### src/rtl/mux_sel_sequencer.sv
// Select sequencer for a downstream 4:1 mux: steps the 2-bit select either on a
// prescaler tick (auto) or on a debounced push-button press (manual).
module mux_sel_sequencer #(
  parameter int unsigned TICK_DIV   = 50000000,
  parameter int unsigned DEB_CYCLES = 1000000
) (
  input  logic       clk,
  input  logic       rst_n,
  input  logic       mode,
  input  logic       hold,
  input  logic       step_btn,
  output logic [1:0] s,
  output logic       s_chg,
  output logic       tick
);

  localparam int unsigned PW = $clog2(TICK_DIV);
  localparam int unsigned DW = $clog2(DEB_CYCLES);

  logic          btn_meta;
  logic          btn_sync;
  logic          btn_stable;
  logic          btn_stable_q;
  logic [DW-1:0] deb_cnt;
  logic [PW-1:0] pre_cnt;
  logic          step_evt;
  logic          adv;

  // Two-flop synchroniser for the raw asynchronous button
  always_ff @(posedge clk or negedge rst_n) begin
    if (!rst_n) begin
      btn_meta <= 1'b0;
      btn_sync <= 1'b0;
    end else begin
      btn_meta <= step_btn;
      btn_sync <= btn_meta;
    end
  end

  // Debouncer: accept a new level only after DEB_CYCLES consecutive differing samples
  always_ff @(posedge clk or negedge rst_n) begin
    if (!rst_n) begin
      btn_stable <= 1'b0;
      deb_cnt    <= '0;
    end else if (btn_sync == btn_stable) begin
      deb_cnt <= '0;
    end else if (deb_cnt == DW'(DEB_CYCLES - 1)) begin
      btn_stable <= btn_sync;
      deb_cnt    <= '0;
    end else begin
      deb_cnt <= deb_cnt + 1'b1;
    end
  end

  // Delayed copy of the stable level for rising-edge detection
  always_ff @(posedge clk or negedge rst_n) begin
    if (!rst_n) begin
      btn_stable_q <= 1'b0;
    end else begin
      btn_stable_q <= btn_stable;
    end
  end

  // Press event and advance request; hold blocks both sources
  always_comb begin
    step_evt = btn_stable & ~btn_stable_q;
    adv      = ~hold & (mode ? tick : step_evt);
  end

  // Prescaler: restarts from zero whenever auto mode is not actively running
  always_ff @(posedge clk or negedge rst_n) begin
    if (!rst_n) begin
      pre_cnt <= '0;
      tick    <= 1'b0;
    end else if (!mode || hold) begin
      pre_cnt <= '0;
      tick    <= 1'b0;
    end else if (pre_cnt == PW'(TICK_DIV - 1)) begin
      pre_cnt <= '0;
      tick    <= 1'b1;
    end else begin
      pre_cnt <= pre_cnt + 1'b1;
      tick    <= 1'b0;
    end
  end

  // Select counter, modulo-4, with a change pulse in the first cycle of a new value
  always_ff @(posedge clk or negedge rst_n) begin
    if (!rst_n) begin
      s     <= 2'b00;
      s_chg <= 1'b0;
    end else if (adv) begin
      s     <= s + 2'd1;
      s_chg <= 1'b1;
    end else begin
      s_chg <= 1'b0;
    end
  end

endmodule
### config.mk
export PLATFORM = sky130hd
export DESIGN_NAME = mux_sel_sequencer
export DESIGN_NICKNAME = d
export VERILOG_FILES = /design/src/rtl/mux_sel_sequencer.sv
export SDC_FILE = /design/constraint.sdc
export NUM_CORES = 1
export LEC_CHECK = 0
export CORE_MARGIN = 4
export CORE_UTILIZATION = 59
export DETAILED_ROUTE_END_ITERATION = 7
export GPL_TIMING_DRIVEN = 0
export PLACE_DENSITY = 0.8
export SKIP_LAST_GASP = 1
export SYNTH_ARGS = -nofsm -noshare
export SYNTH_HDL_FRONTEND = slang
export SYNTH_SLANG_ARGS = --single-unit
### constraint.sdc
create_clock -name clk -period 5.4 [get_ports clk]
set_input_delay 1.08 -clock clk [delete_from_list [all_inputs] [get_ports clk]]
set_output_delay 1.08 -clock clk [all_outputs]
set_load 0.02 [all_outputs]
After elaboration in Yosys (flattened, before gate mapping)
Index checks and enable logic that the tools add are counted.

Bits of input ports: 5. Logic and storage cells: 31. Register bits: 54.

Add/sub/neg operators: 3. Reductions and logical operators: 3. Bitwise gates (word level): 5. Equality and inequality tests: 3. Multiplexer cells: 8.

Operators with widths (number): 2-to-1 mux 26 bit (2); 2-to-1 mux 20 bit (2); adder 26 x 1 -> 26 bit, second input constant (1); == test 26 bit, second input constant (1); adder 20 x 1 -> 20 bit, second input constant (1); == test 20 bit, second input constant (1); 2-to-1 mux 1 bit (4); NOT 1 bit (3); adder 2 x 1 -> 2 bit, second input constant (1); bitwise AND 1 bit (2); AND reduction 2 bit (1); == test 1 bit (1); logical NOT 1 bit (1); logical OR 1 bit (1).

Depth between registers and ports, before layout
Gate-level depths: netlist of run 1.

Depth after elaboration: 5. Mapped depth: 6.

Worst setup path after synthesis of run 1
No wires, ideal clock.

Path kind: input -> register. Start: input port mode. End: register s[1]. Path slack: 3298 ps. Stages: 4. Path buffers: 0. Data required time: 5272 ps. Data arrival time: 1973 ps. Path through: or3b_2 a21oi_1 nand2_1 xnor2_1.

Longest elaborated chain between the ends: 2.

Ends and longest elaborated chain: start: declaration (RTL line 9) `input logic mode,`; 2-to-1 mux 1 bit (RTL line 67) `adv = ~hold & (mode ? tick : step_evt);`; bitwise AND 1 bit (RTL line 67); net adv (RTL line 27) `logic adv;`; end signal: assignment (RTL line 93) `s <= s + 2'd1;`; end: declaration (RTL line 12) `output logic [1:0] s,`.

The timed path passes the listed nets, and every way through them passes these cells. A chain may end at the register's enable or synchronous reset.

Worst setup path in the final report of run 1
Start: register s[0]. End: output port s[0].

No word-level cell between the ends.

==> key figures, run 1 <==
Synthesis
  – Mux cell area share after synthesis: 0.0117
  – Syn nets: 276
  – Mapped Area: 0.00266 sq mm
  – Adder-cell share of the synthesized area: 0.0141
  – XOR/XNOR Fraction of Synth Area: 0.109
  – Ys Warns: 0
  – Post-Syn Area per Cell: 9.93 sq um
  – Synth Area in Simple Gates: 0.268
  – Seq/Total Area, Yosys: 0.508
  – #FFs+latches synth: 54
  – Main combinational cell family by area after synthesis: simple AND/OR/NAND/NOR gates
  – Cells after Synth: 268
  – Synth Area in Compound Gates: 0.0611
  – Cell variety after synth: 38

CTS
  – Post-CTS Setup Bufs: 0
  – Post-CTS resize count: 0
  – Num CTS Buffers: 5
  – Clock slew at reported path FFs: 0.10 ns
  – H-tree depth: 2
  – CTS root buffer: clkbuf_8
  – Worst-Skew Late Latency: 0.31 ns
  – CTS sink count: 54
  – CTS tree: built
  – Max Root-Sink Buffers: 2
  – Hold buffer count at cts: 0

STA
  – Endpoints failing hold: 0
  – Worst slew pin tran: 0.632 ns
  – Fmax: 0.417 GHz
  – Setup Skew: 0.00767 ns
  – Slew Viols, Final: 0
  – Slew margin rel.: 0.575
  – Setup TNS: 0 ns
  – Final period utilization: 0.444
  – Tmin final: 2.40 ns
  – RSZ-0062 raised after global routing: false
  – Worst hold margin: 0.357 ns
  – Final setup fails: 0

Worst hold path
  – Worst Hold Launch: btn_meta
  – Hold crit path type: reg2reg

Floorplanning
  – Die Width: 75.2 microns
  – Initial Util: 0.611
  – Boundary pin count: 9
  – Die Height: 75.2 microns
  – # rows: 24
  – Core area: 0.00435 sq mm
  – Die Area: 0.00565 sq mm

Finish
  – Post-Layout Inst Area: 0.00292 sq mm
  – Area delta synth->final: 9.59%
  – Layout cells sized above 1: 0.0842
  – N_diodes: 0
  – Nets@finish: 292

Setup path
  – Worst path top cell family by delay: buffers and inverters
  – Critical Path Fanout Max: 3
  – Crit Path Class: reg2out
  – CP Cell Sequence: clkdlybuf4s50_1
  – CP startpoint kind: flop
  – Crit path from: s[0]
  – Critical Path Sink Type: output pin
  – Slowest CP cell: clkdlybuf4s50_1
  – Max incr delay on CP: 0.61 ns
  – Arr. time, crit path: 1.32 ns
  – Worst endpoint required time: 4.32 ns
  – FF-to-FF Start: deb_cnt[0]
  – Worst Path Buf+Inv: 1

Route
  – Vias: 1,999
  – Post-DR wirelength/cell: 15.0 microns
  – Starting DRT DRC Count: 162
  – Avg Vias per Cell: 5.93
  – DR DRC count: 0
  – Detailed Routing Iterations Pass 1: 4
  – Post-route ant nets: 0
  – Drt total wl: 5050 microns

GRT
  – Aggregate global-route resource usage: 0.199
  – First-pass GRT wire length: 8670 microns
  – GR Overflow Total: 0
  – Largest net degree at the start of global routing: 31
  – Vias in the first global route: 1,945
  – Initial antenna violation count: 0

Placed design
  – I/O Buffers: 8
  – Post-Place Cell Area: 0.00282 sq mm
  – GP Congestion: 0.818
  – Dpl hpwl: 3590 microns

Power and ir drop
  – Power Dens Cells: 232 mW/mm^2
  – Peak VDD IR: 110 uV
  – Final Power: 676 uW
  – Pleak: 0.00114 uW

Outcome
  – Status: complete, no violations

Flow run
  – MaxCap Viol Count: 0
placed cells by master (no fill, tap or decap), types with 2 or more instances in the layout:
master / n
and3_1: 4
o21ai_0: 8
mux2i_1: 2
xnor2_1: 22
clkbuf_1: 3
nand4b_1: 3
or3_1: 5
or4_1: 3
clkbuf_2: 2
a21oi_1: 11
dfrtp_1: 54
ha_1: 3
nand2_1: 12
nor3_1: 11
nand4_1: 14
nand3_1: 17
buf_2: 3
inv_6: 2
xor2_1: 11
and4_1: 4
clkbuf_8: 5
nor4_1: 9
inv_1: 9
nor2_1: 43
clkdlybuf4s50_1: 7
cell families (layout without fill, tap and decap cells):
logic type,count (synthesis),after routing
flip-flops,54,54
XOR/XNOR,33,33
adder cells (fa/ha/maj),3,3
buffers and inverters,17,34
AND/OR/NAND/NOR,133,133
AO/OA/AOI/OAI,25,25
multiplexers,3,3
where the power goes:
group	internal [uW]	total [uW]	switching [uW]	leakage, uW
Combinational	8.54	26.0	17.5	0.000345
Sequential	408	411	3.37	0.000746
Clock	95.7	239	143	0.0000491
Total	512	676	164	0.00114
area by class of cell:
cell class	instances	area (sq um)
fill	334	1440
sequential	54	1350
multi-input combinational	197	1230
timing repair buffer	9	95.1
clock buffer	5	68.8
tap	52	65.1
buffer	8	42.5
inverter	9	33.8
clock inverter	3	26.3
sequential cells by signal, indices dropped and copies added (netlist names):
| register | cells |
|---|---|
| tick | 1 |
| s | 2 |
| btn_stable_q | 1 |
| pre_cnt | 26 |
| btn_sync | 1 |
| btn_stable | 1 |
| s_chg | 1 |
| deb_cnt | 20 |
| btn_meta | 1 |
synthesized netlist by cell type:
library cell | n | area share
mux2_1 | 1 | 0.0042
nand4b_1 | 3 | 0.0099
or3_1 | 5 | 0.012
a31o_2 | 1 | 0.0033
nand3b_1 | 1 | 0.0028
a21oi_1 | 11 | 0.021
a21bo_2 | 1 | 0.0038
nor4_1 | 9 | 0.021
xor2_1 | 11 | 0.036
dfrtp_1 | 54 | 0.51
o41ai_1 | 1 | 0.0033
or4_4 | 1 | 0.0042
xnor2_1 | 22 | 0.072
and4_1 | 4 | 0.013
nand2_1 | 12 | 0.017
buf_2 | 2 | 0.0038
o311ai_2 | 1 | 0.0061
or4b_2 | 1 | 0.0038
mux2i_1 | 2 | 0.0075
nor2_1 | 43 | 0.061
or3b_2 | 1 | 0.0033
or2_2 | 1 | 0.0024
ha_1 | 3 | 0.014
clkbuf_1 | 3 | 0.0042
or4b_1 | 1 | 0.0038
inv_1 | 9 | 0.013
nand3_1 | 17 | 0.032
o31ai_1 | 1 | 0.0028
buf_6 | 1 | 0.0042
nor3_1 | 11 | 0.021
nor4b_1 | 1 | 0.0033
o21ai_0 | 8 | 0.015
or4_1 | 3 | 0.0085
clkbuf_2 | 2 | 0.0038
and3_1 | 4 | 0.0094
nand4_4 | 1 | 0.0080
nand4_1 | 14 | 0.033
o21ai_4 | 1 | 0.0061
path summary, 6_finish.rpt:
| kind | end | slack (ns) | cells past startpoint |
|---|---|---|---|
| worst max-delay path | s[0] | 3.00 | 1 |
| worst min-delay path | btn_sync | 0.36 | 0 |
| worst max register to register | btn_stable | 3.14 | 5 |
| worst min register to register | btn_sync | 0.36 | 0 |
| max in group asynchronous | deb_cnt[12] | 4.11 | 2 |
| min in group asynchronous | pre_cnt[4] | 0.74 | 1 |
stage by stage:
stage | setup slack, ns | utilization | cells
floorplan | 3.30 | - | 268
global placement | 1.63 | 0.645 | 328
detailed placement | 2.73 | 0.648 | 329
CTS | 2.98 | 0.670 | 337
global route | 2.94 | 0.670 | 337
finish | 3.00 | 0.670 | 337
layer usage:
layer / global-route usage / routed length, microns / vias to the layer above
met5: 0 / 0 / -
met3: 0.0374 / 189 / 4
met4: 0.0816 / 35 / 0
met2: 0.314 / 2450 / 34
met1: 0.270 / 2380 / 974
li1: - / - / 987
(Power assumes the default switching activity.)
==> run 2, diff against run 1 <==
- CORE_UTILIZATION: 59 -> 54
- PLACE_DENSITY: 0.8 -> 0.77
- clock period: 5.4 -> 2.2 ns (I/O delays scaled with it)
==> key figures, run 2 (same netlist as run 1, synthesis figures left out) <==
Outcome
  – Status: complete, no violations

CTS
  – CTS tree: built
  – Hold buffer count at cts: 0
  – H-tree depth: 2
  – CTS sink count: 54
  – Clock slew at reported path FFs: 0.09 ns
  – Num CTS Buffers: 5
  – Worst-Skew Late Latency: 0.30 ns
  – Max Root-Sink Buffers: 2
  – CTS root buffer: clkbuf_8

STA
  – Slew margin rel.: 0.540
  – Slew Viols, Final: 0
  – Final setup fails: 0
  – Worst slew pin tran: 0.684 ns
  – Worst hold margin: 0.0776 ns
  – Endpoints failing hold: 0
  – Fmax: 0.464 GHz
  – Setup Skew: 0.00471 ns
  – Final period utilization: 0.981
  – RSZ-0062 raised after global routing: true
  – Tmin final: 2.16 ns

Power and ir drop
  – Psw: 368 uW
  – Combinational Power Share: 0.038
  – Final Power: 1880 uW
  – Clock power share: 0.425
  – Pleak: 0.00120 uW
  – Seq pwr share: 0.536
  – Peak VDD IR: 339 uV
  – Power Dens Cells: 619 mW/mm^2
  – Switching Share: 0.196
  – Cell Int Power: 1510 uW

Finish
  – Fillers: 400
  – Largest reg by FF count: pre_cnt
  – Commonest non-fill, non-tap cell in the layout: dfrtp_1
  – Area delta synth->final: 14.1%
  – Layout cells sized above 1: 0.108
  – Post-Layout Cell Count: 355
  – Leading registers by flop count: pre_cnt x26, deb_cnt x20, s x2
  – Most frequent cells in the layout: dfrtp_1 (54), nor2_1 (42), xnor2_1 (22), nand3_1 (16), nand4_1 (14)
  – Multi-input gate area: 0.00126 sq mm
  – Largest register FFs: 26
  – N_diodes: 0
  – Register area: 0.00135 sq mm
  – Nets@finish: 295

Placed design
  – Placed Cells: 344
  – GP Congestion: 0.758
  – I/O Buffers: 8
  – Dpl hpwl: 3560 microns

Floorplanning
  – Die Height: 78.2 microns
  – Core area: 0.00475 sq mm
  – Initial Util: 0.560
  – # rows: 25
  – Die Area: 0.00612 sq mm
  – Die Width: 78.2 microns
  – Boundary pin count: 9

Route
  – Starting DRT DRC Count: 125
  – Post-route ant nets: 0
  – Avg Vias per Cell: 5.72
  – Vias: 2,031
  – DR DRC count: 0
  – Post-DR wirelength/cell: 14.5 microns
  – Detailed Routing Iterations Pass 1: 4
  – Drt total wl: 5160 microns

Worst hold path
  – Hold crit path type: in2async

GRT
  – First-pass GRT wire length: 9290 microns
  – Aggregate global-route resource usage: 0.189
  – GR Overflow Total: 0
  – Initial antenna violation count: 0
  – Largest net degree at the start of global routing: 35
  – Vias in the first global route: 1,993

Setup path
  – Worst endpoint required time: 2.38 ns
  – Critical Path Sink Type: flop
  – Crit Path Class: reg2reg
  – Arr. time, crit path: 2.34 ns
  – Critical Path Fanout Max: 5
  – CP startpoint kind: flop

Flow run
  – MaxCap Viol Count: 0
[run 2: cell count changes in the layout (fill, tap and decap cells not counted), sizes merged]
cell and delta:
buf +4, bufinv +2, inv -2, clkinv -1
[run 2: final cells by class]
cell class,instances,share of cell area
Inverter,9,0.0111
Timing Repair Buffer,14,0.0436
Sequential cell,54,0.445
Clock buffer,6,0.0272
Clock inverter,2,0.0198
Tap cell,67,0.0276
Multi-Input combinational cell,197,0.414
Buffer,6,0.0124
[run 2: per-layer routing]
metal  track usage  wire [microns]  up-vias
li1              -               -      989
met1         0.256            2420     1017
met2         0.309            2520       21
met3        0.0378             168        4
met4        0.0524              39        0
met5             0               0        -
[run 2: what timing repair did]
action,in CTS,in global routing
setup buffers,0,5
pin swaps,0,2
setup endpoints to repair,21,34
resized for setup,2,3
[run 2: stage by stage]
stage	cell area (sq um)	worst slack, ns	utilization	TNS (ns)
global placement	2830	-0.883	0.594	-47.60
CTS	3000	0.0176	0.630	0
floorplan	2660	0.146	-	0
detailed placement	2840	-0.0316	0.598	-0.403
finish	3040	0.0428	0.639	0
global route	3040	-0.0215	0.639	-0.0555
[run 2: power groups by stage]
stage	Sequential (uW)	Clock, uW	Combinational, uW
finish	1010	800	72.0
global route	1010	856	82.9
CTS	1010	815	67.2
detailed placement	1030	0	65.7
global placement	1030	0	61.3
floorplan	1030	0	25.6
[run 2: critical path: stages, from the launching register on]
cell     delay [ns]
dfrtp_1        0.44
or4b_1         0.55
or4_4          0.54
nor2_4         0.16
mux2_1         0.35
[run 2: final timing paths]
kind / startpoint / endpoint / slack (ns) / cells after the start
max in group asynchronous: rst_n / deb_cnt[5] / 1.59 / 2
setup / recovery: deb_cnt[13] / btn_stable / 0.04 / 4
setup reg to reg: deb_cnt[13] / btn_stable / 0.04 / 4
hold reg to reg: btn_meta / btn_sync / 0.36 / 0
min in group clk: btn_meta / btn_sync / 0.36 / 0
hold / removal: rst_n / pre_cnt[21] / 0.08 / 1
